**config.mk**
```make
export PLATFORM = sky130hd
export DESIGN_NAME = gsim_param
export DESIGN_NICKNAME = d
export VERILOG_FILES = /design/src/rtl/gsim_param.sv
export SDC_FILE = /design/constraint.sdc
export NUM_CORES = 2
export LEC_CHECK = 0
export BUFFER_PORTS_ARGS = -buffer_cell sky130_fd_sc_hd__buf_2
export CAP_MARGIN = 20
export CELL_PAD_IN_SITES_DETAIL_PLACEMENT = 0
export CELL_PAD_IN_SITES_GLOBAL_PLACEMENT = 1
export CORE_MARGIN = 3
export CORE_UTILIZATION = 30
export CTS_BUF_LIST = sky130_fd_sc_hd__clkbuf_2 sky130_fd_sc_hd__clkbuf_4 sky130_fd_sc_hd__clkbuf_8
export DETAILED_ROUTE_END_ITERATION = 7
export PLACE_DENSITY_LB_ADDON = 0.1
export SKIP_CTS_REPAIR_TIMING = 1
export SYNTH_ARGS = -nofsm -noshare
export SYNTH_HDL_FRONTEND = slang
export SYNTH_SLANG_ARGS = --single-unit
```
**constraint.sdc**
```tcl
create_clock -name clk -period 18.75 [get_ports clk]
set_input_delay 0.9375 -clock clk [delete_from_list [all_inputs] [get_ports clk]]
set_output_delay 0.9375 -clock clk [all_outputs]
set_load 0.1 [all_outputs]
```
**src/rtl/gsim_param.sv**
```systemverilog
// Gauss-Seidel solver for the banded Toeplitz system with diagonal 20 and bands -13/+6/-1.
// Streams b in, iterates in place through a 5-stage per-variable datapath, then streams x out.
module gsim_param #(
    parameter int N     = 16,
    parameter int B_W   = 16,
    parameter int FRAC  = 16,
    parameter int ACC_W = 40,
    parameter int X_W   = 32,
    parameter int IT_W  = 8
) (
    input  logic             clk,
    input  logic             reset,
    input  logic             in_en,
    input  logic [B_W-1:0]   b_in,
    input  logic [IT_W-1:0]  iter_max,
    input  logic [ACC_W-1:0] tol,
    output logic             out_valid,
    input  logic             out_ready,
    output logic [X_W-1:0]   x_out,
    output logic             busy,
    output logic             converged,
    output logic [IT_W-1:0]  sweeps
);

    localparam int KW = $clog2(N);
    localparam logic [KW-1:0] K_LAST = KW'(N - 1);

    typedef enum logic [1:0] {
        ST_RECV = 2'd0,
        ST_CALC = 2'd1,
        ST_SEND = 2'd2
    } state_t;

    typedef logic signed [ACC_W-1:0] acc_t;

    state_t           state_q, state_d;
    logic [KW-1:0]    k_q, k_d;
    logic [2:0]       stage_q, stage_d;
    logic [IT_W-1:0]  sweep_q, sweep_d;
    logic [IT_W-1:0]  iter_max_q, iter_max_d;
    logic [ACC_W-1:0] tol_q, tol_d;
    logic [ACC_W-1:0] maxd_q, maxd_d;
    acc_t             r1_q, r1_d, r2_q, r2_d, r3_q, r3_d, t_q, t_d;
    logic             converged_q, converged_d;
    logic             out_valid_q, busy_q;
    logic [X_W-1:0]   x_out_q, x_out_d;

    logic [B_W-1:0]   b_mem_q [N];
    acc_t             x_mem_q [N];
    logic             b_we_s, x_we_s;
    acc_t             x_wdata_s;

    logic [KW-1:0]    km1_s, km2_s, km3_s, kp1_s, kp2_s, kp3_s;
    acc_t             xm1_s, xm2_s, xm3_s, xp1_s, xp2_s, xp3_s;
    acc_t             sum1_s, sum2_s, b_sh_s, xn_s, diff_s;
    logic [ACC_W-1:0] absd_s, maxd_new_s;
    logic [IT_W-1:0]  sweep_inc_s;

    // Datapath: neighbour fetch with band-edge zeroing, divide-by-20 approximation, delta tracking.
    always_comb begin
        km1_s = k_q - KW'(1);
        km2_s = k_q - KW'(2);
        km3_s = k_q - KW'(3);
        kp1_s = k_q + KW'(1);
        kp2_s = k_q + KW'(2);
        kp3_s = k_q + KW'(3);
        xm1_s = (k_q >= KW'(1))     ? x_mem_q[km1_s] : '0;
        xm2_s = (k_q >= KW'(2))     ? x_mem_q[km2_s] : '0;
        xm3_s = (k_q >= KW'(3))     ? x_mem_q[km3_s] : '0;
        xp1_s = (k_q <= KW'(N - 2)) ? x_mem_q[kp1_s] : '0;
        xp2_s = (k_q <= KW'(N - 3)) ? x_mem_q[kp2_s] : '0;
        xp3_s = (k_q <= KW'(N - 4)) ? x_mem_q[kp3_s] : '0;
        sum1_s = xm1_s + xp1_s;
        sum2_s = xm2_s + xp2_s;
        b_sh_s = acc_t'($signed(b_mem_q[k_q])) <<< FRAC;
        // t * (1 + 1/16)(1 + 1/256) was built in s2/s3; these taps finish t/20.
        xn_s   = (t_q >>> 5'd5) + (t_q >>> 5'd6) + (t_q >>> 5'd21) + (t_q >>> 5'd22);
        diff_s = xn_s - x_mem_q[k_q];
        absd_s = diff_s[ACC_W-1] ? -diff_s : diff_s;
        if (k_q == '0) begin
            maxd_new_s = absd_s;
        end else if (absd_s > maxd_q) begin
            maxd_new_s = absd_s;
        end else begin
            maxd_new_s = maxd_q;
        end
        sweep_inc_s = sweep_q + IT_W'(1);
    end

    // Next-state logic for the RECV / CALC / SEND sequencer.
    always_comb begin
        state_d     = state_q;
        k_d         = k_q;
        stage_d     = stage_q;
        sweep_d     = sweep_q;
        iter_max_d  = iter_max_q;
        tol_d       = tol_q;
        maxd_d      = maxd_q;
        r1_d        = r1_q;
        r2_d        = r2_q;
        r3_d        = r3_q;
        t_d         = t_q;
        converged_d = converged_q;
        x_out_d     = x_out_q;
        b_we_s      = 1'b0;
        x_we_s      = 1'b0;
        x_wdata_s   = '0;
        case (state_q)
            ST_RECV: begin
                if (in_en) begin
                    b_we_s = 1'b1;
                    x_we_s = 1'b1;
                    if (k_q == '0) begin
                        iter_max_d = (iter_max == '0) ? IT_W'(1) : iter_max;
                        tol_d      = tol;
                    end else begin
                        iter_max_d = iter_max_q;
                    end
                    if (k_q == K_LAST) begin
                        state_d     = ST_CALC;
                        k_d         = '0;
                        stage_d     = 3'd0;
                        sweep_d     = '0;
                        converged_d = 1'b0;
                    end else begin
                        k_d = k_q + KW'(1);
                    end
                end else begin
                    k_d = k_q;
                end
            end
            ST_CALC: begin
                case (stage_q)
                    3'd0: begin
                        r1_d    = xm3_s + xp3_s + b_sh_s;
                        r2_d    = (sum2_s <<< 2) + (sum2_s <<< 1);
                        r3_d    = (sum1_s <<< 3) + (sum1_s <<< 2) + sum1_s;
                        stage_d = 3'd1;
                    end
                    3'd1: begin
                        t_d     = r1_q - r2_q + r3_q;
                        stage_d = 3'd2;
                    end
                    3'd2: begin
                        t_d     = t_q + (t_q >>> 5'd4);
                        stage_d = 3'd3;
                    end
                    3'd3: begin
                        t_d     = t_q + (t_q >>> 5'd8);
                        stage_d = 3'd4;
                    end
                    3'd4: begin
                        x_we_s    = 1'b1;
                        x_wdata_s = xn_s;
                        maxd_d    = maxd_new_s;
                        stage_d   = 3'd0;
                        if (k_q == K_LAST) begin
                            sweep_d = sweep_inc_s;
                            k_d     = '0;
                            // Index 0 is never the one being written here, so the read is current.
                            if (maxd_new_s <= tol_q) begin
                                converged_d = 1'b1;
                                state_d     = ST_SEND;
                                x_out_d     = x_mem_q[0][X_W-1:0];
                            end else if (sweep_inc_s == iter_max_q) begin
                                converged_d = 1'b0;
                                state_d     = ST_SEND;
                                x_out_d     = x_mem_q[0][X_W-1:0];
                            end else begin
                                state_d = ST_CALC;
                            end
                        end else begin
                            k_d = k_q + KW'(1);
                        end
                    end
                    default: begin
                        stage_d = 3'd0;
                    end
                endcase
            end
            ST_SEND: begin
                if (out_ready) begin
                    if (k_q == K_LAST) begin
                        state_d = ST_RECV;
                        k_d     = '0;
                    end else begin
                        k_d     = k_q + KW'(1);
                        x_out_d = x_mem_q[kp1_s][X_W-1:0];
                    end
                end else begin
                    k_d = k_q;
                end
            end
            default: begin
                state_d = ST_RECV;
                k_d     = '0;
            end
        endcase
    end

    // Control and datapath registers; reset discards any run in progress.
    always_ff @(posedge clk) begin
        if (!reset) begin
            state_q     <= ST_RECV;
            k_q         <= '0;
            stage_q     <= 3'd0;
            sweep_q     <= '0;
            iter_max_q  <= '0;
            tol_q       <= '0;
            maxd_q      <= '0;
            r1_q        <= '0;
            r2_q        <= '0;
            r3_q        <= '0;
            t_q         <= '0;
            converged_q <= 1'b0;
            out_valid_q <= 1'b0;
            busy_q      <= 1'b0;
            x_out_q     <= '0;
        end else begin
            state_q     <= state_d;
            k_q         <= k_d;
            stage_q     <= stage_d;
            sweep_q     <= sweep_d;
            iter_max_q  <= iter_max_d;
            tol_q       <= tol_d;
            maxd_q      <= maxd_d;
            r1_q        <= r1_d;
            r2_q        <= r2_d;
            r3_q        <= r3_d;
            t_q         <= t_d;
            converged_q <= converged_d;
            out_valid_q <= (state_d == ST_SEND);
            busy_q      <= (state_d == ST_CALC);
            x_out_q     <= x_out_d;
        end
    end

    // b/x storage is not cleared by reset, only write-blocked while it is asserted.
    always_ff @(posedge clk) begin
        if (reset && b_we_s) begin
            b_mem_q[k_q] <= b_in;
        end
        if (reset && x_we_s) begin
            x_mem_q[k_q] <= x_wdata_s;
        end
    end

    assign out_valid = out_valid_q;
    assign busy      = busy_q;
    assign converged = converged_q;
    assign sweeps    = sweep_q;
    assign x_out     = x_out_q;

endmodule

```
==> qor.yml <==
status:
  status: "completed"
floorplan:
  die-width_um: 544.4
  ios: 111
  rows: 197
  initial_core_util_pct: 30.18
  dieArea_sq_mm: 0.2964
  core-area_sq_mm: 0.2881
  fp.dieH_um: 544.4
synth:
  avgSynthCellArea_sq_um: 11.70
  synth-async-reset-ratio_pct: 0
  ys_top_cells_by_area: "edfxtp_1 (30%), mux4_2 (23%), dfxtp_1 (7.0%)"
  synth.most_common_cell: "mux4_2"
  yosys.area.top_type: "edfxtp_1"
  synth_area_sq_mm: 0.08696
  synth.top_cell.area_share_pct: 29.84
  synth-seq-cells: 1167
  ys_types: 99
  synth_common_cells: "mux4_2 (876), edfxtp_1 (864), nand2_1 (687)"
  synth_warnings: 0
  synth.net_count: 8117
  synth-seq-area-share_pct: 36.81
  syn_inst: 7435
  synthFlopType: "edfxtp_1"
  synth_edf_count: 864
cells_and_area:
  syn_to_final_growth_pct: 11.81
  fin_nets: 8177
  fill_cells: 28670
  final_cells: 11480
  drive_gt1_share_pct: 21.52
clock_network:
  cts_tree: "done"
  clock_path_buffers: 4
  clk-insertion-delay-late_ns: 1.09
  numCtsBuffers: 228
  cts_root_buffer: "clkbuf_8"
  clkSlewWorstSetupHoldPaths_ns: 0.06
  clock-sinks: 1167
  htree_levels: 4
sta:
  period_needed_ns: 15.66
  fin_hold_ws_ns: 0.2023
  rsz0062_at_grt: "false"
  slew_viol_final: 0
  fmax_mhz: 63.85
  worst_slew_pin_slew_ns: 1.192
  fin_worst_skew_ns: 0.1411
  relSlewSlack_pct: 19.91
  setup_viol: 0
  tns_ns: 0
  min_period_over_period_pct: 83.53
  hold_viol_final: 0
grt:
  grt_start_max_net_pins: 146
  grt_util_met3_pct: 3.882
  grt_antenna_before_repair: 24
  grt.met2_usage_pct: 37.04
  grt_use_total_pct: 22.93
  grt_pass1_vias: 64480
  use_met1_pct: 31.82
  grt_pass1_wl_um: 489400
  grt-ovfl-total: 0
  top_usage_layer: "met2"
worst_setup_path:
  cp_data_required_time_ns: 19.63
  slowest_stage: "a32oi_4"
  cp-start-kind: "flip-flop"
  cpPeakStageDelay_ns: 0.84
  crit_family: "compound AO/OA/AOI/OAI gates"
  critPathMostFrequentCell: "a21oi_1"
  cp_num_buf_inv: 5
  critPathMaxFanout: 64
  worstSetupPathType: "flip-flop to flip-flop"
  critPathCaptureType: "flip-flop"
  cp.arrival_ns: 16.54
job:
  drv_cap: 0
routing:
  ant_nets: 0
  viasPerCell: 5.670
  wl_per_cell_um: 30.24
  routed_wl_um: 347100
  drc_errors: 0
  num_vias: 65070
  detail_route.iter0.violations: 5983
  first_pass_iters: 5
place:
  routabilityCongestion: 0.8817
  io_buffers: 110
  placedCellCount: 11040
  dp_hpwl_um: 245800
power:
  powerDensity_mw_per_mm2: 92.77
  p_leak_nw: 34.50
  ir_drop_v: 0.0001129
  power_w: 0.009019
worst_hold_path:
  hp-class: "primary input to flip-flop"
-- worst paths after layout --
check                   startpoint                     end  slack (ns)  depth (start not counted)
max reg2reg   t_q[22]$_SDFFE_PN0P_  x_out[21]$_SDFFE_PN0P_        3.09                         51
min                         tol[3]   tol_q[3]$_SDFFE_PN0P_        0.20                          3
min reg2reg  r3_q[11]$_SDFFE_PN0P_   r3_q[11]$_SDFFE_PN0P_        0.45                          2
max           t_q[22]$_SDFFE_PN0P_  x_out[21]$_SDFFE_PN0P_        3.09                         51
-- kinds of logic after synthesis --
kind of cell	count (synthesis)	share of synthesized area [%]
simple gates	1851	10.14
compound gates	1503	11.11
flops	1167	36.81
mux	1011	24.26
buf+inv	964	4.212
fa+ha+maj	614	10.16
xor+xnor	324	3.305
other cells	1	0.004312
-- cell usage in the layout, fill, tap and decap left out, types with 81 or more instances in the layout --
master,instances
clkbuf_8,262
mux2i_1,127
mux4_2,876
ha_1,459
nor2b_1,182
o21ai_0,258
inv_1,542
nor3_1,81
and2_1,123
dfxtp_1,297
a21o_1,203
xnor2_1,191
xor2_1,120
a21oi_1,485
nand2_1,685
buf_4,130
edfxtp_1,864
buf_2,110
nor2_1,335
nand3_1,132
a211oi_1,193
fa_1,153
-- layout make-up --
| cell class | count | area (sq um) | share of cell area [%] |
|---|---|---|---|
| antenna | 8 | 20.02 | 0.02059 |
| clock inverter | 88 | 795.8 | 0.8184 |
| timing repair buffer | 248 | 1679 | 1.727 |
| tap | 3781 | 4731 | 4.866 |
| inverter | 546 | 2057 | 2.116 |
| sequential | 1167 | 32030 | 32.95 |
| multi-input combinational | 5304 | 51780 | 53.26 |
| clock buffer | 333 | 4133 | 4.251 |
-- per-stage QoR --
step | cell area, sq um | utilization [%] | worst slack, ns
4_1_cts | 97160 | 33.72 | 3.090
6_report | 97230 | 33.74 | 3.089
3_3_place_gp | 92220 | 32.00 | 3.301
5_1_grt | 97210 | 33.74 | 1.753
3_5_place_dp | 92230 | 32.01 | 3.193
2_1_floorplan | 86960 | - | 6.979
-- layer usage --
layer	part of all wire, %	vias to the layer above
met4	2.7	4
met1	44	33650
li1	-	28480
met3	6.7	435
met5	0.0078	-
met2	46	2501
-- registers in the layout, indices dropped and copies added (netlist names), named ones only --
| name | cells |
|---|---|
| t_q | 40 |
| stage_q | 3 |
| b_mem_q | 256 |
| r1_q | 40 |
| maxd_q | 40 |
| busy | 1 |
| out_valid | 1 |
| tol_q | 40 |
| x_out | 32 |
| k_q | 4 |
| r3_q | 40 |
| state_q | 2 |
| x_mem_q | 608 |
| iter_max_q | 8 |
| r2_q | 39 |
| sweeps | 8 |
| converged | 1 |
-- power breakdown --
group	switching, W	internal (W)
Combinational	0.00205	0.00136
Sequential	0.0000250	0.00277
Clock	0.00121	0.00159
-- worst min-delay path: stages --
cell     delay (ns)
buf_2          0.10
nand2_1        0.05
a21oi_1        0.05
No activity file was read; power rests on OpenSTA's default activity.
